===== src/rtl/alu_exec_if.sv =====
// Execute-stage bus: decoded op and operands in, registered result, strobes and flags out.
interface alu_exec_if #(parameter int W = 16);
  logic         in_valid;
  logic [3:0]   alucontrol;
  logic [4:0]   op;
  logic [W-1:0] a;
  logic [W-1:0] b;
  logic         resume;
  logic         out_valid;
  logic [W-1:0] result;
  logic         result_we;
  logic         br_taken;
  logic         flag_z;
  logic         flag_n;
  logic         flag_c;
  logic         halted;

  modport master (
    output in_valid, alucontrol, op, a, b, resume,
    input  out_valid, result, result_we, br_taken, flag_z, flag_n, flag_c, halted
  );

  modport slave (
    input  in_valid, alucontrol, op, a, b, resume,
    output out_valid, result, result_we, br_taken, flag_z, flag_n, flag_c, halted
  );
endinterface


===== src/rtl/alu_exec.sv =====
// Single-cycle execute stage: ALU ops, Z/N/C flag register, branch resolve and run/halt FSM.
module alu_exec #(
  parameter int W = 16
) (
  input  logic     clk,
  input  logic     rst_n,
  alu_exec_if.slave bus
);

  localparam logic [3:0] C_NOP  = 4'b0000, C_ADD  = 4'b0001, C_SUB  = 4'b0010,
                         C_AND  = 4'b0011, C_OR   = 4'b0100, C_XOR  = 4'b0101,
                         C_SLL  = 4'b0110, C_SRL  = 4'b0111, C_SLA  = 4'b1000,
                         C_SRA  = 4'b1001, C_ADDC = 4'b1010, C_SUBC = 4'b1011,
                         C_CMP  = 4'b1100, C_LDIH = 4'b1101, C_BR   = 4'b1110,
                         C_IDLE = 4'b1111;
  localparam logic [4:0] OP_HALT = 5'b11011;

  typedef enum logic {RUN, HALTED} state_t;

  typedef struct packed {
    logic [W-1:0] res;
    logic         we;
    logic         br;
    logic         upd_zn;
    logic         upd_c;
    logic         c;
    logic         halt;
  } exec_t;

  state_t       state;
  exec_t        ex;
  logic         accept;
  logic [W-1:0] opb;
  logic         cin;
  logic [W:0]   sum;
  logic [W:0]   sh;
  logic signed [W:0] sra_src;
  logic [3:0]   amt;
  logic         amt_big;

  logic         out_valid_q, result_we_q, br_taken_q, halted_q;
  logic         flag_z_q, flag_n_q, flag_c_q;
  logic [W-1:0] result_q;

  assign accept  = bus.in_valid && (state == RUN);
  assign amt     = bus.b[3:0];
  assign amt_big = int'(amt) >= W;
  assign sra_src = {bus.a, 1'b0};

  // One shared W+1 adder; the carry-in and operand inversion select ADD/SUB/ADDC/SUBC/CMP.
  always_comb begin
    opb = bus.b;
    cin = 1'b0;
    case (bus.alucontrol)
      C_SUB, C_CMP: begin opb = ~bus.b; cin = 1'b1;     end
      C_ADDC:       begin opb = bus.b;  cin = flag_c_q; end
      C_SUBC:       begin opb = ~bus.b; cin = flag_c_q; end
      default:      ;
    endcase
    sum = {1'b0, bus.a} + {1'b0, opb} + {{W{1'b0}}, cin};
  end

  always_comb begin
    ex  = '0;
    sh  = '0;
    case (bus.alucontrol)
      C_ADD, C_SUB, C_ADDC, C_SUBC, C_CMP: begin
        ex.res    = sum[W-1:0];
        ex.c      = sum[W];
        ex.we     = (bus.alucontrol != C_CMP);
        ex.upd_zn = 1'b1;
        ex.upd_c  = 1'b1;
      end
      C_AND, C_OR, C_XOR: begin
        ex.res    = (bus.alucontrol == C_AND) ? (bus.a & bus.b) :
                    (bus.alucontrol == C_OR)  ? (bus.a | bus.b) : (bus.a ^ bus.b);
        ex.we     = 1'b1;
        ex.upd_zn = 1'b1;
      end
      C_SLL, C_SLA: begin
        sh        = {1'b0, bus.a} << amt;
        ex.res    = amt_big ? '0 : sh[W-1:0];
        ex.c      = amt_big ? 1'b0 : sh[W];
        ex.we     = 1'b1;
        ex.upd_zn = 1'b1;
        ex.upd_c  = (amt != 4'd0);
      end
      C_SRL, C_SRA: begin
        // Extra LSB below the operand catches the last bit shifted out.
        if (bus.alucontrol == C_SRA) sh = sra_src >>> amt;
        else                         sh = {bus.a, 1'b0} >> amt;
        ex.we     = 1'b1;
        ex.upd_zn = 1'b1;
        ex.upd_c  = (amt != 4'd0);
        if (amt_big) begin
          ex.res = (bus.alucontrol == C_SRA) ? {W{bus.a[W-1]}} : '0;
          ex.c   = (bus.alucontrol == C_SRA) ? bus.a[W-1] : 1'b0;
        end else begin
          ex.res = sh[W:1];
          ex.c   = sh[0];
        end
      end
      C_LDIH: begin
        ex.res = bus.a + {bus.b[W/2-1:0], {(W/2){1'b0}}};
        ex.we  = 1'b1;
      end
      C_BR: begin
        case (bus.op)
          5'b10100: ex.br = flag_z_q;
          5'b10101: ex.br = !flag_z_q;
          5'b10110: ex.br = flag_c_q;
          5'b10111: ex.br = !flag_c_q;
          5'b11000: ex.br = flag_n_q;
          5'b11001: ex.br = !flag_n_q;
          default:  ex.br = 1'b0;
        endcase
      end
      C_NOP:   ex.halt = (bus.op == OP_HALT);
      C_IDLE:  ;
      default: ;
    endcase
  end

  always_ff @(posedge clk or negedge rst_n) begin
    if (!rst_n) begin
      state       <= RUN;
      out_valid_q <= 1'b0;
      result_q    <= '0;
      result_we_q <= 1'b0;
      br_taken_q  <= 1'b0;
      flag_z_q    <= 1'b0;
      flag_n_q    <= 1'b0;
      flag_c_q    <= 1'b0;
      halted_q    <= 1'b0;
    end else begin
      out_valid_q <= accept;
      if (accept) begin
        result_we_q <= ex.we;
        br_taken_q  <= ex.br;
        // Non-writing ops (CMP, branches, NOP) leave the visible result untouched.
        if (ex.we) result_q <= ex.res;
        if (ex.upd_zn) begin
          flag_z_q <= (ex.res == '0);
          flag_n_q <= ex.res[W-1];
        end
        if (ex.upd_c) flag_c_q <= ex.c;
      end
      case (state)
        RUN: if (accept && ex.halt) begin
          state    <= HALTED;
          halted_q <= 1'b1;
        end
        HALTED: if (bus.resume) begin
          state    <= RUN;
          halted_q <= 1'b0;
        end
        default: begin
          state    <= RUN;
          halted_q <= 1'b0;
        end
      endcase
    end
  end

  assign bus.out_valid = out_valid_q;
  assign bus.result    = result_q;
  assign bus.result_we = result_we_q;
  assign bus.br_taken  = br_taken_q;
  assign bus.flag_z    = flag_z_q;
  assign bus.flag_n    = flag_n_q;
  assign bus.flag_c    = flag_c_q;
  assign bus.halted    = halted_q;

endmodule

===== src/flat_wrapper.sv =====
// flat-port wrapper written by rule: the top's interface ports become plain ports
module alu_exec_flat 
#(
  parameter int W = 16
)
  (clk, rst_n, bus_in_valid, bus_alucontrol, bus_op, bus_a, bus_b, bus_resume, bus_out_valid, bus_result, bus_result_we, bus_br_taken, bus_flag_z, bus_flag_n, bus_flag_c, bus_halted);
  alu_exec_if #(.W(W)) bus_i ();
  input  logic clk;
  input  logic rst_n;
  input wire logic [$bits(bus_i.in_valid)-1:0] bus_in_valid;
  input wire logic [$bits(bus_i.alucontrol)-1:0] bus_alucontrol;
  input wire logic [$bits(bus_i.op)-1:0] bus_op;
  input wire logic [$bits(bus_i.a)-1:0] bus_a;
  input wire logic [$bits(bus_i.b)-1:0] bus_b;
  input wire logic [$bits(bus_i.resume)-1:0] bus_resume;
  output wire logic [$bits(bus_i.out_valid)-1:0] bus_out_valid;
  output wire logic [$bits(bus_i.result)-1:0] bus_result;
  output wire logic [$bits(bus_i.result_we)-1:0] bus_result_we;
  output wire logic [$bits(bus_i.br_taken)-1:0] bus_br_taken;
  output wire logic [$bits(bus_i.flag_z)-1:0] bus_flag_z;
  output wire logic [$bits(bus_i.flag_n)-1:0] bus_flag_n;
  output wire logic [$bits(bus_i.flag_c)-1:0] bus_flag_c;
  output wire logic [$bits(bus_i.halted)-1:0] bus_halted;
  assign bus_i.in_valid = bus_in_valid;
  assign bus_i.alucontrol = bus_alucontrol;
  assign bus_i.op = bus_op;
  assign bus_i.a = bus_a;
  assign bus_i.b = bus_b;
  assign bus_i.resume = bus_resume;
  assign bus_out_valid = bus_i.out_valid;
  assign bus_result = bus_i.result;
  assign bus_result_we = bus_i.result_we;
  assign bus_br_taken = bus_i.br_taken;
  assign bus_flag_z = bus_i.flag_z;
  assign bus_flag_n = bus_i.flag_n;
  assign bus_flag_c = bus_i.flag_c;
  assign bus_halted = bus_i.halted;
  alu_exec #(.W(W)) u_core (.clk(clk), .rst_n(rst_n), .bus(bus_i));
endmodule

===== config.mk =====
export PLATFORM = sky130hd
export DESIGN_NAME = alu_exec_flat
export DESIGN_NICKNAME = d
export VERILOG_FILES = /design/src/rtl/alu_exec_if.sv /design/src/rtl/alu_exec.sv /design/src/flat_wrapper.sv
export SDC_FILE = /design/constraint.sdc
export NUM_CORES = 1
export LEC_CHECK = 0
export CORE_MARGIN = 4
export CORE_UTILIZATION = 50
export CTS_BUF_LIST = sky130_fd_sc_hd__clkbuf_16
export CTS_CLUSTER_DIAMETER = 120
export DETAILED_ROUTE_END_ITERATION = 6
export PLACE_DENSITY = 0.73
export REMOVE_ABC_BUFFERS = 1
export SETUP_SLACK_MARGIN = 0.2
export SKIP_CTS_REPAIR_TIMING = 1
export SYNTH_ARGS = -nofsm -noshare
export SYNTH_HDL_FRONTEND = slang
export SYNTH_SLANG_ARGS = --single-unit
export TNS_END_PERCENT = 5

===== constraint.sdc =====
create_clock -name clk -period 3.9 [get_ports clk]
set_input_delay 0.585 -clock clk [delete_from_list [all_inputs] [get_ports clk]]
set_output_delay 0.585 -clock clk [all_outputs]
set_load 0.03 [all_outputs]

# Word-level counts from Yosys, hierarchy flattened
# Index checks and enable logic that the tools add are counted.
dict set report totals {
  elab_cells 81
  register_bits 24
  input_bits 45
  out_inout_bits 23
}
dict set report op_classes {
  n_eq_ne 24
  shifts 3
  mux 17
  n_addsub 3
  n_reduce_logical 20
  bitwise_logic 5
}
# op count
set op_table {}
lappend op_table {{$pmux W17 S5} 1}
lappend op_table {{$mux W16} 3}
lappend op_table {{$eq A5 B5 Y1 const B} 7}
lappend op_table {{$eq A4 B4 Y1 const B} 7}
lappend op_table {{$add A16 B16 Y17} 1}
lappend op_table {{$add A17 B1 Y17} 1}
lappend op_table {{$mux W17} 1}
lappend op_table {{$shl A16 B4 Y17} 1}
lappend op_table {{$shr A17 B4 Y17} 1}
lappend op_table {{$sshr A17 B4 Y17} 1}
lappend op_table {{$add A16 B16 Y16} 1}
lappend op_table {{$and A16 B16 Y16} 1}
lappend op_table {{$eq A4 B3 Y1 const B} 4}
lappend op_table {{$logic_not A16 Y1} 1}
lappend op_table {{$not A16 Y16} 1}
lappend op_table {{$or A16 B16 Y16} 1}
lappend op_table {{$xor A16 B16 Y16} 1}
lappend op_table {{$reduce_or A12 Y1} 1}
lappend op_table {{$eq A4 B2 Y1 const B} 2}
lappend op_table {{$reduce_and A2 Y1} 4}
lappend op_table {{$reduce_or A2 Y1} 4}
lappend op_table {{$mux W1} 7}
lappend op_table {{$pmux W1 S2} 3}
lappend op_table {{$pmux W1 S6} 1}
lappend op_table {{11 further kinds} 16}

# Logic depth before layout (Yosys ltp)
# Gate-level depths: netlist of run 1.
dict set report logic_depth {
  depth_word 7
  depth_mapped 19
  ltp_nobuf 17
}

# Worst setup path before layout of run 1
# OpenSTA, ideal clock, no wires.
dict set report synth_timing {
  path_kind {in2reg}
  startpoint {in bus_alucontrol[0]}
  endpoint {reg u_core.flag_z_q, in the netlist u_core.bus.flag_z}
  n_path_buf 4
  slack_ps -643
  required_ps 3833
  setup_time_ps 67
  arrival_ps 4477
  cell_stages 19
  cell_sequence {buf_2 clkbuf_1 buf_2 buf_2 a21oi_1 a31oi_1 xnor2_1 fa_1 inv_1 fa_1 nand2b_1 a21oi_1 o41a_1 a41oi_1 nor3_1 nor4_1 inv_1 nor4_1 a41o_1}
}
dict set report synth_between {
  elab_chain_len 7
  word_cells_on_any_way 32
  cone_classes {add/sub (2); eq/ne (13); mux (7); reduce/logical (10)}
}
# item line_no
set synth_lines {}
lappend synth_lines {{start: declaration} flat_wrapper.sv:11} ;# input wire logic [$bits(bus_i.alucontrol)-1:0] bus_alucontrol;
lappend synth_lines {{$eq A4 B2 Y1 or $eq A4 B4 Y1 (tied branches)} {alu_exec.sv:54, alu_exec.sv:66}}
lappend synth_lines {{$reduce_or A3 Y1 (no source line)} --}
lappend synth_lines {{$mux W16} --}
lappend synth_lines {{$add A16 B16 Y17} alu_exec.sv:60} ;# sum = {1'b0, bus.a} + {1'b0, opb} + {{W{1'b0}}, cin};
lappend synth_lines {{$add A17 B1 Y17} alu_exec.sv:60}
lappend synth_lines {{$pmux W17 S5} alu_exec.sv:66} ;# case (bus.alucontrol)
lappend synth_lines {{$logic_not A16 Y1} alu_exec.sv:143} ;# flag_z_q <= (ex.res == '0);
lappend synth_lines {{end signal: assignment} alu_exec.sv:143}
lappend synth_lines {{end: declaration} alu_exec.sv:42} ;# logic flag_z_q, flag_n_q, flag_c_q;
# Several ways; a longest one is shown, not always the timed one.
# A chain may end at the register's enable or synchronous reset.

# Worst setup path in the final report of run 1
dict set report layout_timing {
  startpoint {in bus_alucontrol[2]}
  endpoint {reg u_core.flag_z_q, in the netlist u_core.bus.flag_z}
}
# The elaborated chain is that of the path after synthesis.

==> results of run 1 <==
-- final timing paths --
| kind | startpoint | endpoint | slack (ps) |
|---|---|---|---|
| setup / recovery | bus_alucontrol[2] | u_core.bus.flag_z | 190 |
| max in group asynchronous | rst_n | u_core.bus.flag_z | 2290 |
| hold / removal | u_core.state | u_core.bus.halted | 480 |
| hold reg to reg | u_core.state | u_core.bus.halted | 480 |
| min in group asynchronous | rst_n | u_core.state | 930 |
| setup reg to reg | u_core.bus.flag_c | u_core.bus.flag_z | 500 |
-- layout by cell type, fill, tap and decap left out, drive strengths merged, types with 8 or more instances in the layout --
cell / netlist / final
a211oi: 11 / 11
a21oi: 43 / 43
a221oi: 8 / 8
a22oi: 12 / 12
a31oi: 8 / 8
buf: 26 / 140
clkdlybuf4s50: 0 / 61
dfrtp: 24 / 24
ha: 55 / 55
inv: 43 / 43
mux2: 12 / 12
mux2i: 22 / 22
mux4: 23 / 23
nand2: 54 / 54
nand3: 17 / 17
nor2: 63 / 63
nor2b: 8 / 8
nor3: 14 / 14
nor4: 8 / 8
o211ai: 11 / 11
o21ai: 41 / 41
xnor2: 21 / 21
xor2: 8 / 8
-- flip-flops by register name, indices dropped and copies added (netlist names) --
name                  flops
u_core.bus.br_taken       1
u_core.bus.flag_c         1
u_core.bus.halted         1
u_core.bus.out_valid      1
u_core.bus.result_we      1
u_core.bus.flag_n         1
u_core.bus.result        16
u_core.state              1
u_core.bus.flag_z         1
-- power groups by stage --
| stage | Combinational (mW) | Sequential, mW | Clock (mW) |
|---|---|---|---|
| global placement | 1.16 | 0.330 | 0 |
| finish | 1.31 | 0.332 | 0.298 |
| global route | 1.39 | 0.337 | 0.313 |
| CTS | 1.19 | 0.330 | 0.300 |
| floorplan | 0.507 | 0.424 | 0 |
| detailed placement | 1.18 | 0.333 | 0 |
-- cell families after synthesis --
logic type | synth area share
buffers and inverters | 0.0733
AOI/OAI and AO/OA | 0.256
adders and majority gates | 0.140
and+or+nand+nor | 0.204
muxes | 0.167
DFF | 0.112
xor gates and xnor gates | 0.0476
-- area by class of cell --
type | count | area (um^2) | share of cell area
Clock inverter | 1 | 30.0 | 0.00410
Timing Repair Buffer | 203 | 1720 | 0.235
Inverter | 44 | 165 | 0.0225
Multi-Input combinational cell | 557 | 4560 | 0.623
Sequential cell | 24 | 601 | 0.0820
Clock buffer | 3 | 75.1 | 0.0102
Tap cell | 136 | 170 | 0.0232
-- layer usage --
layer | global-route usage | routed length, um | vias to the layer above
met1 | 0.465 | 9000 | 3010
met2 | 0.551 | 10500 | 445
met4 | 0.167 | 1230 | 0
met3 | 0.0810 | 2450 | 93
met5 | 0 | 0 | -
li1 | - | - | 2864
==> flow_metrics.tcl, run 1 <==
set metrics [dict create \
    sw_frac_of_total 0.435 \
    yosysSeqAreaShare 0.112 \
    cp_slowest_cell "o41a_1" \
    ios 68 \
    synth_commonest_cells "nor2_1, ha_1, nand2_1" \
    max_freq_mhz 270 \
    hpwl_um 18200 \
    vias 6412 \
    whs_ps 477 \
    internal_power_mw 1.10 \
    slew_viol_final 0 \
    setup_violations 0 \
    place.gp.congestion 1.03 \
    netlist_area_mm2 0.00534 \
    ant_nets 0 \
    r2r_cells 14 \
    yosysUniqueCellTypes 84 \
    grt_pass1_wl_um 35100 \
    die-area_mm2 0.0124 \
    combPwrFrac 0.676 \
    num_rows 37 \
    crit_cells 19 \
    cpPeakStageDelay_ps 440 \
    utilization 0.706 \
    synth_top_area_cell "ha_1" \
    fillerInstances 786 \
    fp.dieW_um 111 \
    fin_ws_ps 193 \
    tritoncts "yes" \
    worstPathMaxFanout 3 \
    synth_edf_count 0 \
    core_region_area_mm2 0.0104 \
    fin_crit_sh 0.951 \
    synth.area.top_cells "ha_1, dfrtp_1, mux4_2" \
    nets 936 \
    async_flop_share 1.00 \
    drtIter0Drc 715 \
    min_period_ps 3710 \
    p_seq_frac 0.171 \
    diodes 0 \
    irDropWorstVdd_v 0.000283 \
    setup.worst_path.class "input pin to flip-flop" \
    pwr-share-clk 0.153 \
    pwr_density_cell_mw_per_mm2 266 \
    antenna_found_initial 0 \
    ys_warn_count 0 \
    worst_pin_slew_ps 1130 \
    path_cells "buf_2 -> nor2_4 -> nand2_2 -> a21oi_4 -> a31oi_4 -> xnor2_2 -> fa_2 -> inv_2 -> fa_2 -> nand2b_4 -> a21oi_2 -> o41a_1 -> a21o_1 -> buf_4 -> a2111oi_2 -> nor4_2 -> inv_1 -> nor4_2 -> a41o_1" \
    synth_top_area_share 0.129 \
    portBuffers 67 \
    syn-instance-count 670 \
    clock_latency_ps 260 \
    final_area_mm2 0.00732 \
    worst-path-buf-inv 4 \
    p_sw_mw 0.846 \
    dpl-instance-area_mm2 0.00693 \
    dr.pass1.iters 6 \
    wl_per_cell_um 24.0 \
    crit_path_start_kind "input pin" \
    htree_levels 1 \
    clk_path_buf_depth 2 \
    clock_skew_ps 2.67 \
    crit_family "compound AO/OA/AOI/OAI gates" \
    maxSlewHeadroom 0.243 \
    stdcell_count 968 \
    finalHoldViolCount 0 \
    ys_ff_latch 24 \
    synthToLayoutAreaGrowth_pct 37.2 \
    rsz0062_at_grt "true" \
    dp_slack_ps -602 \
    hold_depth 1 \
    synth_most_common_cell "nor2_1" \
    via_per_inst 6.62 \
    drive_above_1_share 0.264 \
    cellLeakagePower_nw 3.23 \
    drc_errors 0 \
    cp.required_ps 4050 \
    max-cap-violations 0 \
    syn_avg_cell_area_um2 7.97 \
    dp.cells 953 \
    clk_pin_slew_ps 70 \
    grt_usage 0.354 \
    die_h_um 111 \
    finalPower_mw 1.94 \
    cts_root_buf "clkbuf_16" \
    cp-end-kind "flip-flop" \
    outcome "finished clean" \
    synthFlopType "dfrtp_1" \
    hold_path.class "flip-flop to flip-flop" \
    cts_made_buffers 3 \
    grt_pass1_vias 6261 \
    setup_tns_ps 0 \
    clkSinkCount 24 \
    wl_um 23200 \
    grt_max_degree 34 \
    initial_core_util 0.515 \
    cp.arrival_ps 3860 \
    gr-total-overflow 0 \
]
Note: power is estimated with default switching activity, not from simulation.
==> run 2, diff against run 1 <==
- HOLD_SLACK_MARGIN: not set -> 0.15
==> results of run 2 <==
No change in the layout: final DEF, timing and power equal those of run 1.
==> run 3, diff against run 2 <==
- ABC_CLOCK_PERIOD_IN_PS: not set -> 3900
==> results of run 3 <==
No change in the layout: final DEF, timing and power equal those of run 1.
